**config.mk**
```make
export PLATFORM = sky130hd
export DESIGN_NAME = sd_cmd_response_receiver
export DESIGN_NICKNAME = d
export VERILOG_FILES = /design/src/rtl/sd_cmd_pkg.sv /design/src/rtl/sd_crc7_serial.sv /design/src/rtl/sd_cmd_response_receiver.sv
export SDC_FILE = /design/constraint.sdc
export NUM_CORES = 1
export LEC_CHECK = 0
export CAP_MARGIN = 40
export CELL_PAD_IN_SITES_DETAIL_PLACEMENT = 2
export CELL_PAD_IN_SITES_GLOBAL_PLACEMENT = 2
export CORE_MARGIN = 4
export CORE_UTILIZATION = 36
export DETAILED_ROUTE_END_ITERATION = 8
export PLACE_DENSITY_LB_ADDON = 0.3
export SKIP_CTS_REPAIR_TIMING = 1
export SYNTH_ARGS = -nofsm -noshare
export SYNTH_HDL_FRONTEND = slang
export SYNTH_SLANG_ARGS = --single-unit
```
**constraint.sdc**
```tcl
create_clock -name clk -period 2.4 [get_ports clk]
set_clock_uncertainty 0.15 [all_clocks]
set_input_delay 0.48 -clock clk [delete_from_list [all_inputs] [get_ports clk]]
set_output_delay 0.48 -clock clk [all_outputs]
set_load 0.02 [all_outputs]
```
**src/rtl/sd_cmd_pkg.sv**
```systemverilog
// ---------------------------------------------------------------------------
// sd_cmd_pkg
//   Shared definitions for the SD command-line response path: receiver
//   state encoding, frame sizes, the response timeout default and the
//   CRC7 polynomial with its single-bit update step.
// ---------------------------------------------------------------------------
package sd_cmd_pkg;

   typedef enum logic [2:0] {
      ST_IDLE,
      ST_ARM,
      ST_WAIT_START,
      ST_RECEIVE,
      ST_CHECK
   } state_e;

   // Frame sizes expressed as (frame bits - 1), i.e. the index of the start bit.
   localparam int unsigned R1_FRAMESIZE = 47;
   localparam int unsigned R2_FRAMESIZE = 135;

   // Default number of clocks allowed between arming and the start bit.
   localparam int unsigned NCR_MAX = 64;

   // CRC7 coverage: short frames cover [47:8]; long frames only [127:8]
   // (start, transmission and reserved bits of R2 are not protected).
   localparam int unsigned CRC_LO_BIT = 8;
   localparam int unsigned R2_CRC_HI  = 127;

   // x^7 + x^3 + 1, without the implicit x^7 term.
   localparam logic [6:0] CRC7_POLY = 7'h09;

   function automatic logic [6:0] crc7_next(input logic [6:0] crc, input logic bit_in);
      logic fb;
      fb = crc[6] ^ bit_in;
      return {crc[5:0], 1'b0} ^ (fb ? CRC7_POLY : 7'h00);
   endfunction

endpackage

```
**src/rtl/sd_crc7_serial.sv**
```systemverilog
// ---------------------------------------------------------------------------
// sd_crc7_serial
//   Bit-serial CRC7 accumulator (x^7 + x^3 + 1, init 0). Used by the CMD
//   response receiver and intended for reuse by the CMD transmitter.
// Ports
//   clk     in   clock, posedge
//   reset   in   asynchronous, active-high; clears the CRC
//   clear   in   synchronous clear to 0 (has priority over en)
//   en      in   fold bit_in into the CRC this clock
//   bit_in  in   serial data bit, MSB of the message first
//   crc     out  current CRC7 remainder
// ---------------------------------------------------------------------------
module sd_crc7_serial (
   input  logic       clk,
   input  logic       reset,
   input  logic       clear,
   input  logic       en,
   input  logic       bit_in,
   output logic [6:0] crc
);
   import sd_cmd_pkg::*;

   logic [6:0] crc_q;
   logic [6:0] crc_d;

   always_comb begin
      crc_d = crc_q;
      if (clear) begin
         crc_d = '0;
      end else if (en) begin
         crc_d = crc7_next(crc_q, bit_in);
      end
   end

   always_ff @(posedge clk or posedge reset) begin
      if (reset) begin
         crc_q <= '0;
      end else begin
         crc_q <= crc_d;
      end
   end

   assign crc = crc_q;

endmodule

```
**src/rtl/sd_cmd_response_receiver.sv**
```systemverilog
// ---------------------------------------------------------------------------
// sd_cmd_response_receiver
//   Arms on request and watches the SD CMD line for a response start bit.
//   Once found, the frame is streamed into the command-line deserializer
//   (deser_in / deser_enable), one registered cycle behind cmd_in, while
//   CRC7, the transmission bit and the end bit are checked serially. A
//   one-cycle done pulse with error flags is returned to the command FSM.
// Parameters
//   NCR_MAX          clocks allowed in WAIT_START before timeout
//   CNT_W            width of bit counter and framesize bus
// Ports
//   clk              in   SD clock, posedge
//   reset            in   asynchronous, active-high
//   start            in   1-cycle arm pulse; ignored while busy
//   long_resp        in   1 = 136-bit R2 frame, 0 = 48-bit; latched on start
//   crc_check_en     in   0 = skip CRC compare (R3); latched on start
//   cmd_in           in   raw CMD line
//   deser_in         out  registered copy of cmd_in
//   deser_enable     out  high while a frame bit is on deser_in
//   deser_reset      out  1-cycle pulse after start
//   deser_framesize  out  frame bits - 1 (135 or 47)
//   deser_complete   in   deserializer frame-complete flag
//   busy             out  receiver not idle
//   done             out  1-cycle pulse at end of frame or timeout
//   timeout_err      out  no start bit within NCR_MAX clocks
//   crc_err          out  computed CRC7 differs from received bits [7:1]
//   tx_err           out  transmission bit was 1
//   end_err          out  end bit was 0
//   sync_err         out  deserializer not complete when checked
// ---------------------------------------------------------------------------
module sd_cmd_response_receiver #(
   parameter int unsigned NCR_MAX = sd_cmd_pkg::NCR_MAX,
   parameter int unsigned CNT_W   = 8
) (
   input  logic             clk,
   input  logic             reset,
   input  logic             start,
   input  logic             long_resp,
   input  logic             crc_check_en,
   input  logic             cmd_in,
   output logic             deser_in,
   output logic             deser_enable,
   output logic             deser_reset,
   output logic [CNT_W-1:0] deser_framesize,
   input  logic             deser_complete,
   output logic             busy,
   output logic             done,
   output logic             timeout_err,
   output logic             crc_err,
   output logic             tx_err,
   output logic             end_err,
   output logic             sync_err
);
   import sd_cmd_pkg::*;

   localparam int unsigned NCR_W = (NCR_MAX > 1) ? $clog2(NCR_MAX) : 1;
   localparam logic [NCR_W-1:0] NCR_LAST = NCR_W'(NCR_MAX - 1);

   state_e           state_q, state_d;
   logic             cmd_q, cmd_d;
   logic             long_q, long_d;
   logic             crc_en_q, crc_en_d;
   logic [CNT_W-1:0] framesize_q, framesize_d;
   logic [CNT_W-1:0] bit_cnt_q, bit_cnt_d;
   logic [NCR_W-1:0] ncr_cnt_q, ncr_cnt_d;
   logic [6:0]       crc_rx_q, crc_rx_d;
   logic             enable_q, enable_d;
   logic             dreset_q, dreset_d;
   logic             busy_q, busy_d;
   logic             done_q, done_d;
   logic             timeout_q, timeout_d;
   logic             crc_err_q, crc_err_d;
   logic             tx_err_q, tx_err_d;
   logic             end_err_q, end_err_d;
   logic             sync_err_q, sync_err_d;

   logic [CNT_W-1:0] crc_hi;
   logic             crc_clear;
   logic             crc_step;
   logic [6:0]       crc_calc;

   // CRC coverage window and accumulator control.
   always_comb begin
      crc_hi    = long_q ? CNT_W'(R2_CRC_HI) : CNT_W'(R1_FRAMESIZE);
      crc_clear = (state_q == ST_IDLE) && start;
      crc_step  = (state_q == ST_RECEIVE) &&
                  (bit_cnt_q <= crc_hi) && (bit_cnt_q >= CNT_W'(CRC_LO_BIT));
   end

   sd_crc7_serial u_crc7 (
      .clk    (clk),
      .reset  (reset),
      .clear  (crc_clear),
      .en     (crc_step),
      .bit_in (cmd_q),
      .crc    (crc_calc)
   );

   always_comb begin
      state_d     = state_q;
      cmd_d       = cmd_in;
      long_d      = long_q;
      crc_en_d    = crc_en_q;
      framesize_d = framesize_q;
      bit_cnt_d   = bit_cnt_q;
      ncr_cnt_d   = ncr_cnt_q;
      crc_rx_d    = crc_rx_q;
      enable_d    = enable_q;
      dreset_d    = 1'b0;
      done_d      = 1'b0;
      timeout_d   = timeout_q;
      crc_err_d   = crc_err_q;
      tx_err_d    = tx_err_q;
      end_err_d   = end_err_q;
      sync_err_d  = sync_err_q;

      case (state_q)
         ST_IDLE: begin
            if (start) begin
               long_d      = long_resp;
               crc_en_d    = crc_check_en;
               framesize_d = long_resp ? CNT_W'(R2_FRAMESIZE) : CNT_W'(R1_FRAMESIZE);
               timeout_d   = 1'b0;
               crc_err_d   = 1'b0;
               tx_err_d    = 1'b0;
               end_err_d   = 1'b0;
               sync_err_d  = 1'b0;
               crc_rx_d    = '0;
               dreset_d    = 1'b1;
               state_d     = ST_ARM;
            end
         end

         ST_ARM: begin
            ncr_cnt_d = '0;
            state_d   = ST_WAIT_START;
         end

         ST_WAIT_START: begin
            // The start bit is detected as it is captured into cmd_q, so the
            // enable rises together with the start bit appearing on deser_in.
            if (!cmd_in) begin
               enable_d  = 1'b1;
               bit_cnt_d = framesize_q;
               state_d   = ST_RECEIVE;
            end else if (ncr_cnt_q == NCR_LAST) begin
               timeout_d = 1'b1;
               done_d    = 1'b1;
               state_d   = ST_IDLE;
            end else begin
               ncr_cnt_d = ncr_cnt_q + NCR_W'(1);
            end
         end

         ST_RECEIVE: begin
            if (bit_cnt_q == framesize_q - CNT_W'(1)) begin
               tx_err_d = tx_err_q | cmd_q;
            end
            if ((bit_cnt_q <= CNT_W'(7)) && (bit_cnt_q >= CNT_W'(1))) begin
               crc_rx_d = {crc_rx_q[5:0], cmd_q};
            end
            if (bit_cnt_q == '0) begin
               end_err_d = ~cmd_q;
               enable_d  = 1'b0;
               state_d   = ST_CHECK;
            end else begin
               bit_cnt_d = bit_cnt_q - CNT_W'(1);
            end
         end

         ST_CHECK: begin
            crc_err_d  = crc_en_q & (crc_calc != crc_rx_q);
            sync_err_d = ~deser_complete;
            done_d     = 1'b1;
            state_d    = ST_IDLE;
         end

         default: begin
            state_d = ST_IDLE;
         end
      endcase

      busy_d = (state_d != ST_IDLE);
   end

   always_ff @(posedge clk or posedge reset) begin
      if (reset) begin
         state_q     <= ST_IDLE;
         cmd_q       <= 1'b1;
         long_q      <= 1'b0;
         crc_en_q    <= 1'b0;
         framesize_q <= '0;
         bit_cnt_q   <= '0;
         ncr_cnt_q   <= '0;
         crc_rx_q    <= '0;
         enable_q    <= 1'b0;
         dreset_q    <= 1'b0;
         busy_q      <= 1'b0;
         done_q      <= 1'b0;
         timeout_q   <= 1'b0;
         crc_err_q   <= 1'b0;
         tx_err_q    <= 1'b0;
         end_err_q   <= 1'b0;
         sync_err_q  <= 1'b0;
      end else begin
         state_q     <= state_d;
         cmd_q       <= cmd_d;
         long_q      <= long_d;
         crc_en_q    <= crc_en_d;
         framesize_q <= framesize_d;
         bit_cnt_q   <= bit_cnt_d;
         ncr_cnt_q   <= ncr_cnt_d;
         crc_rx_q    <= crc_rx_d;
         enable_q    <= enable_d;
         dreset_q    <= dreset_d;
         busy_q      <= busy_d;
         done_q      <= done_d;
         timeout_q   <= timeout_d;
         crc_err_q   <= crc_err_d;
         tx_err_q    <= tx_err_d;
         end_err_q   <= end_err_d;
         sync_err_q  <= sync_err_d;
      end
   end

   assign deser_in        = cmd_q;
   assign deser_enable    = enable_q;
   assign deser_reset     = dreset_q;
   assign deser_framesize = framesize_q;
   assign busy            = busy_q;
   assign done            = done_q;
   assign timeout_err     = timeout_q;
   assign crc_err         = crc_err_q;
   assign tx_err          = tx_err_q;
   assign end_err         = end_err_q;
   assign sync_err        = sync_err_q;

endmodule
```
==> metrics.sh <==
FLOORPLAN.DIE.HEIGHT_UM=91.2
PATH_DELAY_FAMILY='buffers and inverters'
CTS.REPORTEDPATHS.CLKPINSLEW_PS=90
YOSYS.AREA_SHARE.ADDER_PCT=5.02
CRITPATHMAXSTAGEDELAY_PS=620
POWER.SWITCHING_mW=1.34
COMBINATIONALPOWERSHARE_PCT=44.7
POST_LAYOUT_NONFILLER_INSTANCES=361
SYNTH_CELL_TYPE_COUNT=58
HOLD_PATH.CLASS='reg2reg'
CTS_TREE='built'
DRTPASS1ITERATIONS=4
HTREE_NUM_LEVELS=2
NUM_VIAS=1953
MULTI_INPUT_AREA_UM2=1200
CLOCK-ROOT-BUFFER='sky130_fd_sc_hd__clkbuf_8'
GRT_SETUP_UNREPAIRED='no'
GRT_PASS1_WL_MM=11.5
TOTAL_GLOBAL_ROUTING_TRACK_UTILIZATION_PCT=17.2
CLK_LATENCY_PS=300
DIE_X_UM=91.2
NUMBER_OF_MAXIMUM_CAPACITANCE_CONSTRAINT_VIOLATIONS=0
YS_ASYNC_SR_FRACTION_PCT=100
PIN_COUNT=25
FF2FF_SETUP_SLACK_PS=300
POWER_FRAC_SEQ_PCT=37.5
MAX_FANOUT_ON_CRITICAL_PATH=4
LAYOUT_WORST_PATH_CYCLE_SHARE_PCT=89.7
P_PER_AREA_nW_PER_UM2=1120
PORT_BUFFERS=22
CORE_REGION_AREA_UM2=6760
SWITCHING_SHARE_PCT=40.5
ENDPOINT_KIND='output pin'
CP_SLOWEST_CELL='sky130_fd_sc_hd__clkdlybuf4s50_1'
PLACE.DETAILED.INSTANCES=353
SYNTH_AREA_UM2=2490
SYNTHESIS.INSTANCES=253
SETUP.WORST_PATH.CLASS='reg2out'
MAX_FREQ_GHz=0.465
GR-TOTAL-OVERFLOW=0
TIMING_HOLD_VIOLATIONS_FINAL=0
IR_WORST_VDD_uV=314
SYNTH_COMPOUND_GATE_AREA_SHARE_PCT=12.4
SEQ_AREA_FRAC_SYNTH_PCT=45.3
AREA.SEQUENTIAL_UM2=1130
WIRELENGTH_MM=6.75
SYNTH_TOP_CELLS_BY_COUNT='sky130_fd_sc_hd__dfrtp_1, sky130_fd_sc_hd__nand2_1, sky130_fd_sc_hd__inv_1, sky130_fd_sc_hd__o21ai_0, sky130_fd_sc_hd__nor2_1'
NETLIST.AREA_LEADER.SHARE_PCT=44.2
WORST_EP_ARRIVAL_TIME_PS=1520
CLOCK_PATH_BUFFERS=2
WORST_EP_REQUIRED_TIME_PS=1770
CTS_MADE_BUFFERS=5
CP_NUM_BUF_INV=1
FP.DIEAREA_UM2=8310
CELL_TYPE_WITH_THE_LARGEST_TOTAL_AREA_AFTER_SYNTHESIS='sky130_fd_sc_hd__dfrtp_1'
SYNTH_TOP_FAMILY_BY_AREA='simple AND/OR/NAND/NOR gates'
POST_SYNTH.CELL_AREA_AVG_UM2=9.85
FIN_TNS_SETUP_PS=0
CLOCKPOWERSHARE_PCT=17.8
FLOW.AREA_GROWTH_FROM_SYNTHESIS_PCT=18.1
FINALSETUPVIOLCOUNT=0
FLOORPLAN.INITIALDENSITY_PCT=36.9
ROWS=30
GLOBALPLACE.CONGESTION=0.849
FINISH.NET_COUNT=297
ROUTED_VIA_DENSITY=5.41
N_ANTENNA_CELL=0
YOSYS_WARNINGS=0
DRT_DRC_VIOLATIONS_LEFT=0
STATUS='complete, no violations'
YOSYS-MUX-AREA-FRACTION_PCT=6.28
POSTROUTEANTENNANETS=0
POST_DETAIL_PLACE_HPWL_MM=4.90
SYNTH.AREA.TOP_CELLS='sky130_fd_sc_hd__dfrtp_1, sky130_fd_sc_hd__ha_1, sky130_fd_sc_hd__nand2_1'
CELL_CHAIN_OF_THE_CRITICAL_PATH='clkdlybuf4s50_1'
CELLLEAKAGEPOWER_nW=1.35
MAXIMUM_NUMBER_OF_PINS_ON_ONE_NET_BEFORE_GLOBAL_ROUTE_REPAIR=46
CRITPATHLAUNCHTYPE='register'
YS_DOMINANT_REG_CELL='sky130_fd_sc_hd__dfrtp_1'
GRT_PASS1_VIAS=2223
INTERNAL_POWER_mW=1.97
ROUTE.DETAILED.WL_PER_INST_UM=18.7
SYNTH-XOR-AREA-SHARE_PCT=5.98
CLKSINKCOUNT=45
DRTITER0DRC=53
POST_ROUTE_CELLS_DRIVE_ABOVE_1_SHARE_PCT=12.8
YOSYSMOSTFREQUENTCELL='sky130_fd_sc_hd__dfrtp_1'
POWER_mW=3.31
NUM-FILL-CELLS=735
SYNTH_EDF_COUNT=0
ANTENNA_VIOLATIONS_BEFORE_REPAIR=0
TIMING.FINAL.CRIT_PERIOD_PS=2150
FINAL-MAX-SLEW-VIOLATION-COUNT=0
YS_SEQ_ELEMENTS=45
SYNTHSIMPLEGATEAREAFRAC_PCT=18.2
==> flip-flops by register name, indices dropped and copies added (netlist names), 3 cells and up <==
name             flops
crc_rx_q             7
bit_cnt_q            8
deser_framesize      3
u_crc7.crc           7
state_q              3
ncr_cnt_q            6
==> cell families (layout without fill, tap and decap cells) <==
family | count (synthesis) | after routing
muxes | 15 | 15
AOI/OAI and AO/OA | 46 | 46
and+or+nand+nor | 85 | 85
other | 1 | 2
adders and majority gates | 10 | 10
xor gates and xnor gates | 17 | 17
buffers and inverters | 34 | 61
DFF | 45 | 45
==> worst register-to-register path, cell delays in order, from the launching register on <==
cell and delay [ps]:
sky130_fd_sc_hd__dfrtp_1 390, sky130_fd_sc_hd__or4_4 590, sky130_fd_sc_hd__o31a_1 370, sky130_fd_sc_hd__nor2_4 170, sky130_fd_sc_hd__mux2_1 330
==> routing by layer <==
metal  vias up  GRT usage [%]  wire length (um)
met5         -              0                 0
met4         0           4.90               104
met3        10           2.82               113
met2        20           30.7              3560
met1      1002           21.2              2970
li1        921              -                 -
==> final timing paths <==
path	from	to	cells past startpoint
max	deser_in$_DFF_PP1_	deser_in	1
min	tx_err$_DFFE_PP0P_	tx_err$_DFFE_PP0P_	2
max reg2reg	bit_cnt_q[5]$_DFFE_PP0P_	bit_cnt_q[1]$_DFFE_PP0P_	4
min reg2reg	tx_err$_DFFE_PP0P_	tx_err$_DFFE_PP0P_	2
max in group asynchronous	reset	deser_in$_DFF_PP1_	3
min in group asynchronous	reset	crc_err$_DFFE_PP0P_	3
==> power groups by stage <==
| stage | clock, mW | combinational, mW | sequential (mW) |
|---|---|---|---|
| 6_report | 0.589 | 1.48 | 1.24 |
| 5_1_grt | 0.642 | 1.65 | 1.28 |
| 4_1_cts | 0.605 | 1.51 | 1.25 |
| 3_5_place_dp | 0 | 1.49 | 1.26 |
| 3_3_place_gp | 0 | 1.43 | 1.25 |
| 2_1_floorplan | 0 | 1.04 | 1.20 |
==> cells in the final DEF, fill, tap and decap left out, types with 6 or more instances in the layout <==
cell type	Yosys	routed
sky130_fd_sc_hd__ha_1	10	10
sky130_fd_sc_hd__buf_4	7	13
sky130_fd_sc_hd__mux2i_1	10	10
sky130_fd_sc_hd__inv_1	17	16
sky130_fd_sc_hd__xnor2_1	11	11
sky130_fd_sc_hd__dfrtp_1	44	44
sky130_fd_sc_hd__nand3_1	8	8
sky130_fd_sc_hd__nor2_1	15	15
sky130_fd_sc_hd__nand2_1	28	28
sky130_fd_sc_hd__clkdlybuf4s50_1	0	22
sky130_fd_sc_hd__xor2_1	6	6
sky130_fd_sc_hd__o21ai_0	17	17
sky130_fd_sc_hd__nor3_1	7	7
==> final cells by class <==
cell class | instances | area share (%)
tap | 80 | 3.40
inverter | 17 | 2.17
timing repair buffer | 36 | 11.5
clock buffer | 6 | 2.47
multi-input combinational | 175 | 40.8
clock inverter | 2 | 1.32
sequential | 45 | 38.3
==> per-stage QoR <==
stage                     instance area, um^2  utilization [%]  hold WS (ps)  setup slack [ps]
after floorplan                          2490                -           295               278
after global placement                   2830             41.9           300               351
after detailed placement                 2830             41.9           316               300
after CTS                                2940             43.5           336               228
after global routing                     2940             43.5           376               128
final                                    2940             43.5           331               248
Note: power is estimated with default switching activity, not from simulation.
